`src/rtl/bf16_to_int_seq.sv`:
```
// Multi-cycle bfloat16 -> INT_W integer converter (RNE/RTZ, saturating, NV/NX flags) over valid/ready.
// Define BF16_CVT_FAST_SHIFT_EN for a single-cycle barrel shift; default is a serial one-bit shifter.
module bf16_to_int_seq #(
  parameter int unsigned INT_W = 32
) (
  input  logic             clk_i,
  input  logic             rst_i,
  input  logic             in_valid_i,
  output logic             in_ready_o,
  input  logic [15:0]      op_a_i,
  input  logic             signed_i,
  input  logic             rtz_i,
  output logic             out_valid_o,
  input  logic             out_ready_i,
  output logic [INT_W-1:0] result_o,
  output logic [1:0]       flags_o
);

  localparam int unsigned MAG_W = INT_W + 1;
  localparam int unsigned CNT_W = 5;
  // Biased exponents: e = -1, e = 7 (mantissa already integer-aligned), e = INT_W (overflow)
  localparam logic [7:0] EXP_MIN = 8'd126;
  localparam logic [7:0] EXP_E7  = 8'd134;
  localparam logic [7:0] EXP_SAT = 8'(127 + INT_W);

  localparam logic [INT_W-1:0] SMAX = {1'b0, {(INT_W-1){1'b1}}};
  localparam logic [INT_W-1:0] SMIN = {1'b1, {(INT_W-1){1'b0}}};
  localparam logic [INT_W-1:0] UMAX = {INT_W{1'b1}};
  localparam logic [MAG_W-1:0] LIM_POS = {2'b00, {(INT_W-1){1'b1}}};
  localparam logic [MAG_W-1:0] LIM_NEG = {2'b01, {(INT_W-1){1'b0}}};

  typedef enum logic [1:0] {S_IDLE, S_SHIFT, S_ROUND, S_DONE} state_t;

  state_t             r_state;
  logic [MAG_W-1:0]   r_mag;
  logic               r_g;
  logic               r_s;
  logic               r_sign;
  logic               r_signed;
  logic               r_rtz;
  logic               r_left;
  logic [CNT_W-1:0]   r_cnt;
  logic               r_in_ready;
  logic               r_out_valid;
  logic [INT_W-1:0]   r_result;
  logic [1:0]         r_flags;

  logic               w_sign;
  logic [7:0]         w_exp;
  logic [6:0]         w_frac;
  logic [7:0]         w_mant;
  logic               w_is_nan;
  logic               w_inc;
  logic               w_nx;
  logic [MAG_W-1:0]   w_rmag;
  logic [INT_W-1:0]   w_neg;
  logic [INT_W-1:0]   w_rnd_res;
  logic [1:0]         w_rnd_flg;

  assign w_sign   = op_a_i[15];
  assign w_exp    = op_a_i[14:7];
  assign w_frac   = op_a_i[6:0];
  assign w_mant   = {1'b1, w_frac};
  assign w_is_nan = (w_exp == 8'hFF) && (w_frac != 7'd0);

  assign in_ready_o  = r_in_ready;
  assign out_valid_o = r_out_valid;
  assign result_o    = r_result;
  assign flags_o     = r_flags;

  // Rounding increment and two's-complement of the rounded magnitude
  assign w_inc  = ~r_rtz & r_g & (r_s | r_mag[0]);
  assign w_nx   = r_g | r_s;
  assign w_rmag = r_mag + MAG_W'(w_inc);
  assign w_neg  = INT_W'(0) - w_rmag[INT_W-1:0];

  // Range check of the rounded magnitude against the destination format
  always_comb begin
    w_rnd_res = r_sign ? w_neg : w_rmag[INT_W-1:0];
    w_rnd_flg = {1'b0, w_nx};
    if (r_signed) begin
      if (!r_sign && (w_rmag > LIM_POS)) begin
        w_rnd_res = SMAX;
        w_rnd_flg = 2'b10;
      end else if (r_sign && (w_rmag > LIM_NEG)) begin
        w_rnd_res = SMIN;
        w_rnd_flg = 2'b10;
      end
    end else begin
      if (!r_sign && w_rmag[INT_W]) begin
        w_rnd_res = UMAX;
        w_rnd_flg = 2'b10;
      end else if (r_sign && (w_rmag != MAG_W'(0))) begin
        w_rnd_res = '0;
        w_rnd_flg = 2'b10;
      end
    end
  end

`ifdef BF16_CVT_FAST_SHIFT_EN
  logic [15:0] w_ext;
  // Right shift of the 8-bit mantissa; low byte holds the shifted-out bits for guard/sticky
  assign w_ext = {r_mag[7:0], 8'h00} >> r_cnt;
`endif

  always_ff @(posedge clk_i or posedge rst_i) begin
    if (rst_i) begin
      r_state     <= S_IDLE;
      r_mag       <= '0;
      r_g         <= 1'b0;
      r_s         <= 1'b0;
      r_sign      <= 1'b0;
      r_signed    <= 1'b0;
      r_rtz       <= 1'b0;
      r_left      <= 1'b0;
      r_cnt       <= '0;
      r_in_ready  <= 1'b1;
      r_out_valid <= 1'b0;
      r_result    <= '0;
      r_flags     <= 2'b00;
    end else begin
      case (r_state)
        S_IDLE: begin
          if (in_valid_i && r_in_ready) begin
            r_in_ready <= 1'b0;
            r_sign     <= w_sign;
            r_signed   <= signed_i;
            r_rtz      <= rtz_i;
            r_mag      <= MAG_W'(w_mant);
            r_g        <= 1'b0;
            r_s        <= 1'b0;
            r_left     <= 1'b0;
            r_cnt      <= '0;
            if (w_exp >= EXP_SAT) begin
              // NaN, Inf and finite values too large for any INT_W result
              r_state     <= S_DONE;
              r_out_valid <= 1'b1;
              r_flags     <= 2'b10;
              if (w_sign && !w_is_nan) begin
                r_result <= signed_i ? SMIN : '0;
              end else begin
                r_result <= signed_i ? SMAX : UMAX;
              end
            end else if (w_exp == 8'd0) begin
              r_state     <= S_DONE;
              r_out_valid <= 1'b1;
              r_result    <= '0;
              r_flags     <= {1'b0, (w_frac != 7'd0)};
            end else if (w_exp < EXP_MIN) begin
              r_mag   <= '0;
              r_s     <= 1'b1;
              r_state <= S_ROUND;
            end else if (w_exp == EXP_E7) begin
              r_state <= S_ROUND;
            end else if (w_exp < EXP_E7) begin
              r_cnt   <= CNT_W'(EXP_E7 - w_exp);
              r_state <= S_SHIFT;
            end else begin
              r_cnt   <= CNT_W'(w_exp - EXP_E7);
              r_left  <= 1'b1;
              r_state <= S_SHIFT;
            end
          end
        end
        S_SHIFT: begin
`ifdef BF16_CVT_FAST_SHIFT_EN
          if (r_left) begin
            r_mag <= r_mag << r_cnt;
          end else begin
            r_mag <= MAG_W'(w_ext[15:8]);
            r_g   <= w_ext[7];
            r_s   <= |w_ext[6:0];
          end
          r_cnt   <= '0;
          r_state <= S_ROUND;
`else
          if (r_left) begin
            r_mag <= r_mag << 1;
          end else begin
            r_mag <= r_mag >> 1;
            r_g   <= r_mag[0];
            r_s   <= r_s | r_g;
          end
          r_cnt <= r_cnt - CNT_W'(1);
          if (r_cnt == CNT_W'(1)) begin
            r_state <= S_ROUND;
          end
`endif
        end
        S_ROUND: begin
          r_result    <= w_rnd_res;
          r_flags     <= w_rnd_flg;
          r_out_valid <= 1'b1;
          r_state     <= S_DONE;
        end
        S_DONE: begin
          if (out_ready_i) begin
            r_out_valid <= 1'b0;
            r_in_ready  <= 1'b1;
            r_state     <= S_IDLE;
          end
        end
        default: begin
          r_state     <= S_IDLE;
          r_in_ready  <= 1'b1;
          r_out_valid <= 1'b0;
        end
      endcase
    end
  end

endmodule

```
`config.mk`:
```
export PLATFORM = sky130hd
export DESIGN_NAME = bf16_to_int_seq
export DESIGN_NICKNAME = d
export VERILOG_FILES = /design/src/rtl/bf16_to_int_seq.sv
export SDC_FILE = /design/constraint.sdc
export NUM_CORES = 1
export LEC_CHECK = 0
export ABC_AREA = 1
export CAP_MARGIN = 20
export CELL_PAD_IN_SITES_DETAIL_PLACEMENT = 1
export CELL_PAD_IN_SITES_GLOBAL_PLACEMENT = 1
export CORE_MARGIN = 2
export CORE_UTILIZATION = 40
export DETAILED_ROUTE_END_ITERATION = 6
export PLACE_DENSITY_LB_ADDON = 0.1
export REMOVE_ABC_BUFFERS = 1
export SYNTH_ARGS = -nofsm -noshare
export SYNTH_HDL_FRONTEND = slang
export SYNTH_SLANG_ARGS = --single-unit
```
`constraint.sdc`:
```
create_clock -name clk_i -period 5.2 [get_ports clk_i]
set_input_delay 1.56 -clock clk_i [delete_from_list [all_inputs] [get_ports clk_i]]
set_output_delay 1.56 -clock clk_i [all_outputs]
set_load 0.01 [all_outputs]
```
* Word level (Yosys, flattened, before mapping)
Cells that the tools add are included.
** Storage, ports and cells
- Output and inout bits :: 36
- Memory bits (read-only) :: 0
- Bits of input ports :: 22
- Logic and storage cells :: 127
- Bits in registers :: 82
- Memories kept :: 0
- RAM bits :: 0
- Latch bits :: 0
** Cells by class
- Equal/unequal tests :: 11
- Multiplexer cells :: 64
- Multipliers :: 0
- Bitwise gates (word level) :: 5
- Shifts and indexed selects :: 0
- Reduce and logical (&&, ||, !) cells :: 24
- Div/mod/pow operators :: 0
- $lt $le $gt $ge :: 5
- Add/subtract/negate cells :: 5
** Operators by type and width (number)
- $mux W32 :: 12
- $mux W33 :: 2
- $pmux W33 S2 :: 1
- $pmux W32 S2 :: 1
- $add A33 B1 Y33 :: 1
- $gt A33 B31 Y1 const B :: 1
- $gt A33 B32 Y1 const B :: 1
- $reduce_bool A33 Y1 :: 1
- $sub A1 B32 Y32 const A :: 1
- $mux W2 :: 15
- $mux W5 :: 6
- $mux W8 :: 3
- $mux W1 :: 17
- $eq A8 B8 Y1 const B :: 2
- $reduce_and A3 Y1 :: 4
- $pmux W5 S2 :: 1
- $ge A8 B8 Y1 const B :: 1
- $logic_not A8 Y1 :: 1
- $lt A8 B7 Y1 const B :: 1
- $lt A8 B8 Y1 const B :: 1
- $ne A2 B2 Y1 const B :: 4
- $pmux W2 S4 :: 1
- $logic_and A1 B1 Y1 :: 7
- $reduce_bool A7 Y1 :: 1
- 19 further kinds :: 28

* Logic depth before layout (Yosys ltp)
- Word-level depth :: 10
- Gate-level depth with buffers :: 25
- Gate-level depth less buffers :: 24

* Worst setup path after synthesis
OpenSTA, ideal clock, no wires.
- Path type :: input to register
- Start :: input op_a_i[7]
- End :: register r_result[24] (netlist: result_o[24])
- Path buffers :: 1
- Path slack :: 1.975 ns
- Required time :: 5.057 ns
- Data arrival time :: 3.082 ns
- Stages on the path :: 11
- Library setup time :: 0.143 ns
- Cell sequence :: ha_1 > inv_1 > nor2_1 > o21ai_0 > nand2_1 > a41oi_1 > nand2_1 > nand2_1 > a21oi_1 > clkbuf_1 > a21oi_1
** On the way
- Cells in the longest elaborated chain, start to end :: 8
- Elaborated cells between the ends (all ways) :: 12
- Those cells by class :: order compare (1); eq/ne (2); mux (4); reduce/logical (5)
** RTL lines
- from (decl) :: RTL line 10 : input logic [15:0] op_a_i,
- $eq A8 B8 Y1 :: RTL line 64 : assign w_is_nan = (w_exp == 8'hFF) && (w_frac != 7'd0);
- $logic_and A1 B1 Y1 :: RTL line 64
- $logic_not A1 Y1 :: RTL line 139 : if (w_sign && !w_is_nan) begin
- $logic_and A1 B1 Y1 :: RTL line 139
- $mux W32 :: RTL line 139
- $mux W32 :: RTL line 134 : if (w_exp >= EXP_SAT) begin
- $mux W32 :: RTL line 124 : if (in_valid_i && r_in_ready) begin
- $pmux W32 S2 :: RTL line 122 : case (r_state)
- to (signal assigned) :: RTL line 140 : r_result <= signed_i ? SMIN : '0;
- to (signal assigned) :: RTL line 142 : r_result <= signed_i ? SMAX : UMAX;
- to (signal assigned) :: RTL line 191 : r_result <= w_rnd_res;
- to (decl) :: RTL line 45 : logic [INT_W-1:0] r_result;
Parallel ways exist; a longest one is shown, timed or not. The select of a mux whose other input is x is not followed.
A chain may end at the register's enable or synchronous reset.

* Final worst setup path
- Start :: register r_mag[0]
- End :: register r_result[31] (netlist: result_o[31])
** On the way
- Cells in the longest elaborated chain, start to end :: 9
- Elaborated cells between the ends (all ways) :: 18
- Those cells by class :: add/sub (2); order compare (2); mux (7); bitwise (2); reduce/logical (5)
** RTL lines
- from (decl) :: RTL line 35 : logic [MAG_W-1:0] r_mag;
- from (signal assigned) :: RTL line 129 : r_mag <= MAG_W'(w_mant);
- from (signal assigned) :: RTL line 178 : r_mag <= r_mag << 1;
- from (signal assigned) :: RTL line 180 : r_mag <= r_mag >> 1;
- $or A1 B1 Y1 :: RTL line 72 : assign w_inc = ~r_rtz & r_g & (r_s | r_mag[0]);
- $and A1 B1 Y1 :: RTL line 72
- $add A33 B1 Y33 (*) :: RTL line 74 : assign w_rmag = r_mag + MAG_W'(w_inc);
- $sub A1 B32 Y32 (tied with other cells) :: RTL line 75 : assign w_neg = INT_W'(0) - w_rmag[INT_W-1:0];
- $mux W32 (tied with other cells) :: RTL line 79 : w_rnd_res = r_sign ? w_neg : w_rmag[INT_W-1:0];
- $mux W32 (on tied branches) :: RTL line 93, 85
- $mux W32 (on tied branches) :: RTL line 90, 82
- $mux W32 (*) :: RTL line 81 : if (r_signed) begin
- $pmux W32 S2 (*) :: RTL line 122
Every way passes the cells marked *; elsewhere a longest branch is shown, timed or not.

==> impl_metrics.env <==
export IMPL_p_per_area_mw_per_mm2=517
export IMPL_grt_pass1_vias=7039
export IMPL_startpoint_type="register"
export IMPL_final_setup_viol_count=0
export IMPL_peakVddDrop_v=0.000251
export IMPL_grtUsageTotal=0.243
export IMPL_ys_types=44
export IMPL_vias=7064
export IMPL_start_util=0.411
export IMPL_clkTransAtPathRegs_ps=70
export IMPL_die_area_mm2=0.0182
export IMPL_postCtsSetupRepairBufs=0
export IMPL_antenna_cells=0
export IMPL_ys_warn_count=0
export IMPL_final_cell_mix="nand2_1, nor2_1, inv_1"
export IMPL_die_w_um=135
export IMPL_min_to="flags_o[1]$_DFFE_PP0P_"
export IMPL_crit_path_max_incr_delay_ps=670
export IMPL_rrSetupSlack_ps=1340
export IMPL_grt_max_degree=62
export IMPL_root_buffer="clkbuf_16"
export IMPL_drt_initial_drc_count=344
export IMPL_worstPathMaxFanout=19
export IMPL_antenna_found_initial=0
export IMPL_hold_viol_final=0
export IMPL_antenna_left=0
export IMPL_fin_tns_setup_ps=0
export IMPL_cp_required_ps=5480
export IMPL_critPathMostFrequentCell="nand2_1"
export IMPL_ioPinCount=58
export IMPL_path_cells="nor2_1 -> nor3_1 -> ha_1 -> ha_1 -> nand3_1 -> nor2_1 -> nand2_1 -> nand2_1 -> nand2_1 -> nor2_1 -> nand4_1 -> nor2_1 -> nor2_1 -> nand2_1 -> nand2_1 -> a21oi_2 -> nand2_1 -> nand2_1 -> nand2_1 -> a21oi_1"
export IMPL_path_buf_inv=0
export IMPL_worst_ep_arrival_time_ps=4130
export IMPL_postCtsHoldBufs=0
export IMPL_slew_viol_final=0
export IMPL_rsz0062_at_grt="no"
export IMPL_grt_overflow=0
export IMPL_post_dp_hpwl_mm=16.7
export IMPL_p_leak_nw=3.73
export IMPL_wire_per_inst_um=15.6
export IMPL_ctsResizeCount=0
export IMPL_worstHoldPathCells=2
export IMPL_drc=0
export IMPL_ys_flop_type="dfrtp_1"
export IMPL_max_freq_mhz=259
export IMPL_worst_pin_slew_ps=1000
export IMPL_period_share=0.741
export IMPL_rows=47
export IMPL_drt_vias_per_instance=5.20
export IMPL_r2r_cells=20
export IMPL_crit_family="simple AND/OR/NAND/NOR gates"
export IMPL_slowest_stage="a21oi_2"
export IMPL_ctsLongestPathBuffers=2
export IMPL_cts_htree_levels=3
export IMPL_slew_headroom=0.332
export IMPL_netlist_area_mm2=0.00686
export IMPL_first_pass_iters=4
export IMPL_core_mm2=0.0167
export IMPL_cts_tree="yes"
export IMPL_ys_seq_area_frac=0.299
export IMPL_wl_mm=21.2
export IMPL_final_common_cell="nand2_1"
export IMPL_period_minus_slack_ps=3860
export IMPL_area_growth_pct=15.4
export IMPL_worstSkewPairLatency_ps=350
export IMPL_port_buffers=57
export IMPL_drive_gt1_frac=0.0773
export IMPL_nets=1171
export IMPL_r2r_start="r_mag[0]$_DFFE_PP0P_"
export IMPL_holdCritPathClass="register to register"
export IMPL_syn_inst=1093
export IMPL_synth_edf_count=0
export IMPL_hold_worst_slack_ps=493
export IMPL_finalClockSkew_ps=12.8
export IMPL_hp_start="flags_o[1]$_DFFE_PP0P_"
export IMPL_end_kind="register"
export IMPL_drv_cap=0
export IMPL_rr_endpoint="result_o[31]$_DFFE_PP0P_"
export IMPL_die_h_um=135
export IMPL_critical_path_class="register to register"
export IMPL_cts_buffers=9
export IMPL_ys_ff_latch=82
export IMPL_synth_async_reset_ratio=1.00
export IMPL_avgSynthCellArea_um2=6.28
export IMPL_clock_sinks=82
export IMPL_grt_first_pass_wirelength_mm=35.8
export IMPL_outcome="finished, final reports clean"
export IMPL_place_congestion=0.890
state kept, by name, summed over array words and instances, names as in the netlist, 2 cells and up:
signal	flops
flags_o	2
r_cnt	5
r_mag	33
r_state	2
result_o	32
worst min-delay path, delay by kind of cell, from the launching register on:
family / cells / cell delay (ps)
flip-flops: 1 / 350
AND/OR/NAND/NOR: 2 / 120
Yosys cell counts (all sizes together) (3+ instances only):
library cell / instances / share of area
a211oi: 5 / 0.0055
a21oi: 52 / 0.044
a31oi: 6 / 0.0055
buf: 10 / 0.010
clkbuf: 25 / 0.014
clkinv: 3 / 0.0018
dfrtp: 81 / 0.30
ha: 16 / 0.029
inv: 116 / 0.063
nand2: 363 / 0.21
nand3: 83 / 0.063
nand4: 17 / 0.016
nor2: 167 / 0.10
nor3: 8 / 0.0058
o211ai: 3 / 0.0033
o21ai: 64 / 0.048
o22ai: 30 / 0.027
or2: 3 / 0.0027
xnor2: 3 / 0.0038
xor2: 25 / 0.032
report_power, final:
part	leakage [nW]	switching [mW]	internal (mW)
Clock	0.149	0.274	0.384
Combinational	2.56	1.46	0.888
Sequential	1.02	0.201	0.885
per-stage QoR:
stage          utilization  power [mW]  cells  setup slack, ps  cell area (um^2)
4_1_cts              0.472        4.13   1357             1370              7890
2_1_floorplan            -        2.64   1058             1010              6700
3_3_place_gp         0.455        3.37   1341             1200              7590
5_1_grt              0.474        4.49   1358              903              7920
3_5_place_dp         0.455        3.45   1341             1050              7590
6_report             0.474        4.09   1358             1340              7920
worst max-delay path by stage:
stage / cells past startpoint / slack (ps) / startpoint / end
after CTS: 20 / 1370 / r_mag[0]$_DFFE_PP0P_ / result_o[31]$_DFFE_PP0P_
after detailed placement: 14 / 1050 / op_a_i[7] / result_o[31]$_DFFE_PP0P_
after floorplan: 10 / 1010 / op_a_i[7] / result_o[0]$_DFFE_PP0P_
after global routing: 20 / 900 / r_mag[0]$_DFFE_PP0P_ / result_o[31]$_DFFE_PP0P_
final: 20 / 1340 / r_mag[0]$_DFFE_PP0P_ / result_o[31]$_DFFE_PP0P_
after global placement: 9 / 1200 / op_a_i[8] / r_cnt[1]$_DFFE_PP0P_
per-layer routing:
| layer | global-route usage | share of wire |
|---|---|---|
| met5 | 0 | 0 |
| met3 | 0.0458 | 0.032 |
| met4 | 0.0532 | 0.013 |
| met2 | 0.386 | 0.45 |
| met1 | 0.345 | 0.50 |
layout make-up:
class,instances,area [um^2]
inverter,119,449
fill,2282,8790
clock inverter,5,53.8
clock buffer,11,243
tap,220,275
sequential,82,2050
timing repair buffer,64,643
multi-input combinational,857,4200
cells by family (layout without fill, tap and decap cells):
kind of cell / count (synthesis) / count (layout) / share of synthesized area
AND/OR/NAND/NOR: 646 / 646 / 0.404
AO/OA/AOI/OAI: 167 / 167 / 0.142
buffers and inverters: 154 / 199 / 0.0894
flip-flops: 82 / 82 / 0.299
XOR/XNOR: 28 / 28 / 0.0357
adder cells (fa/ha/maj): 16 / 16 / 0.0292
No activity file was read; power rests on OpenSTA's default activity.
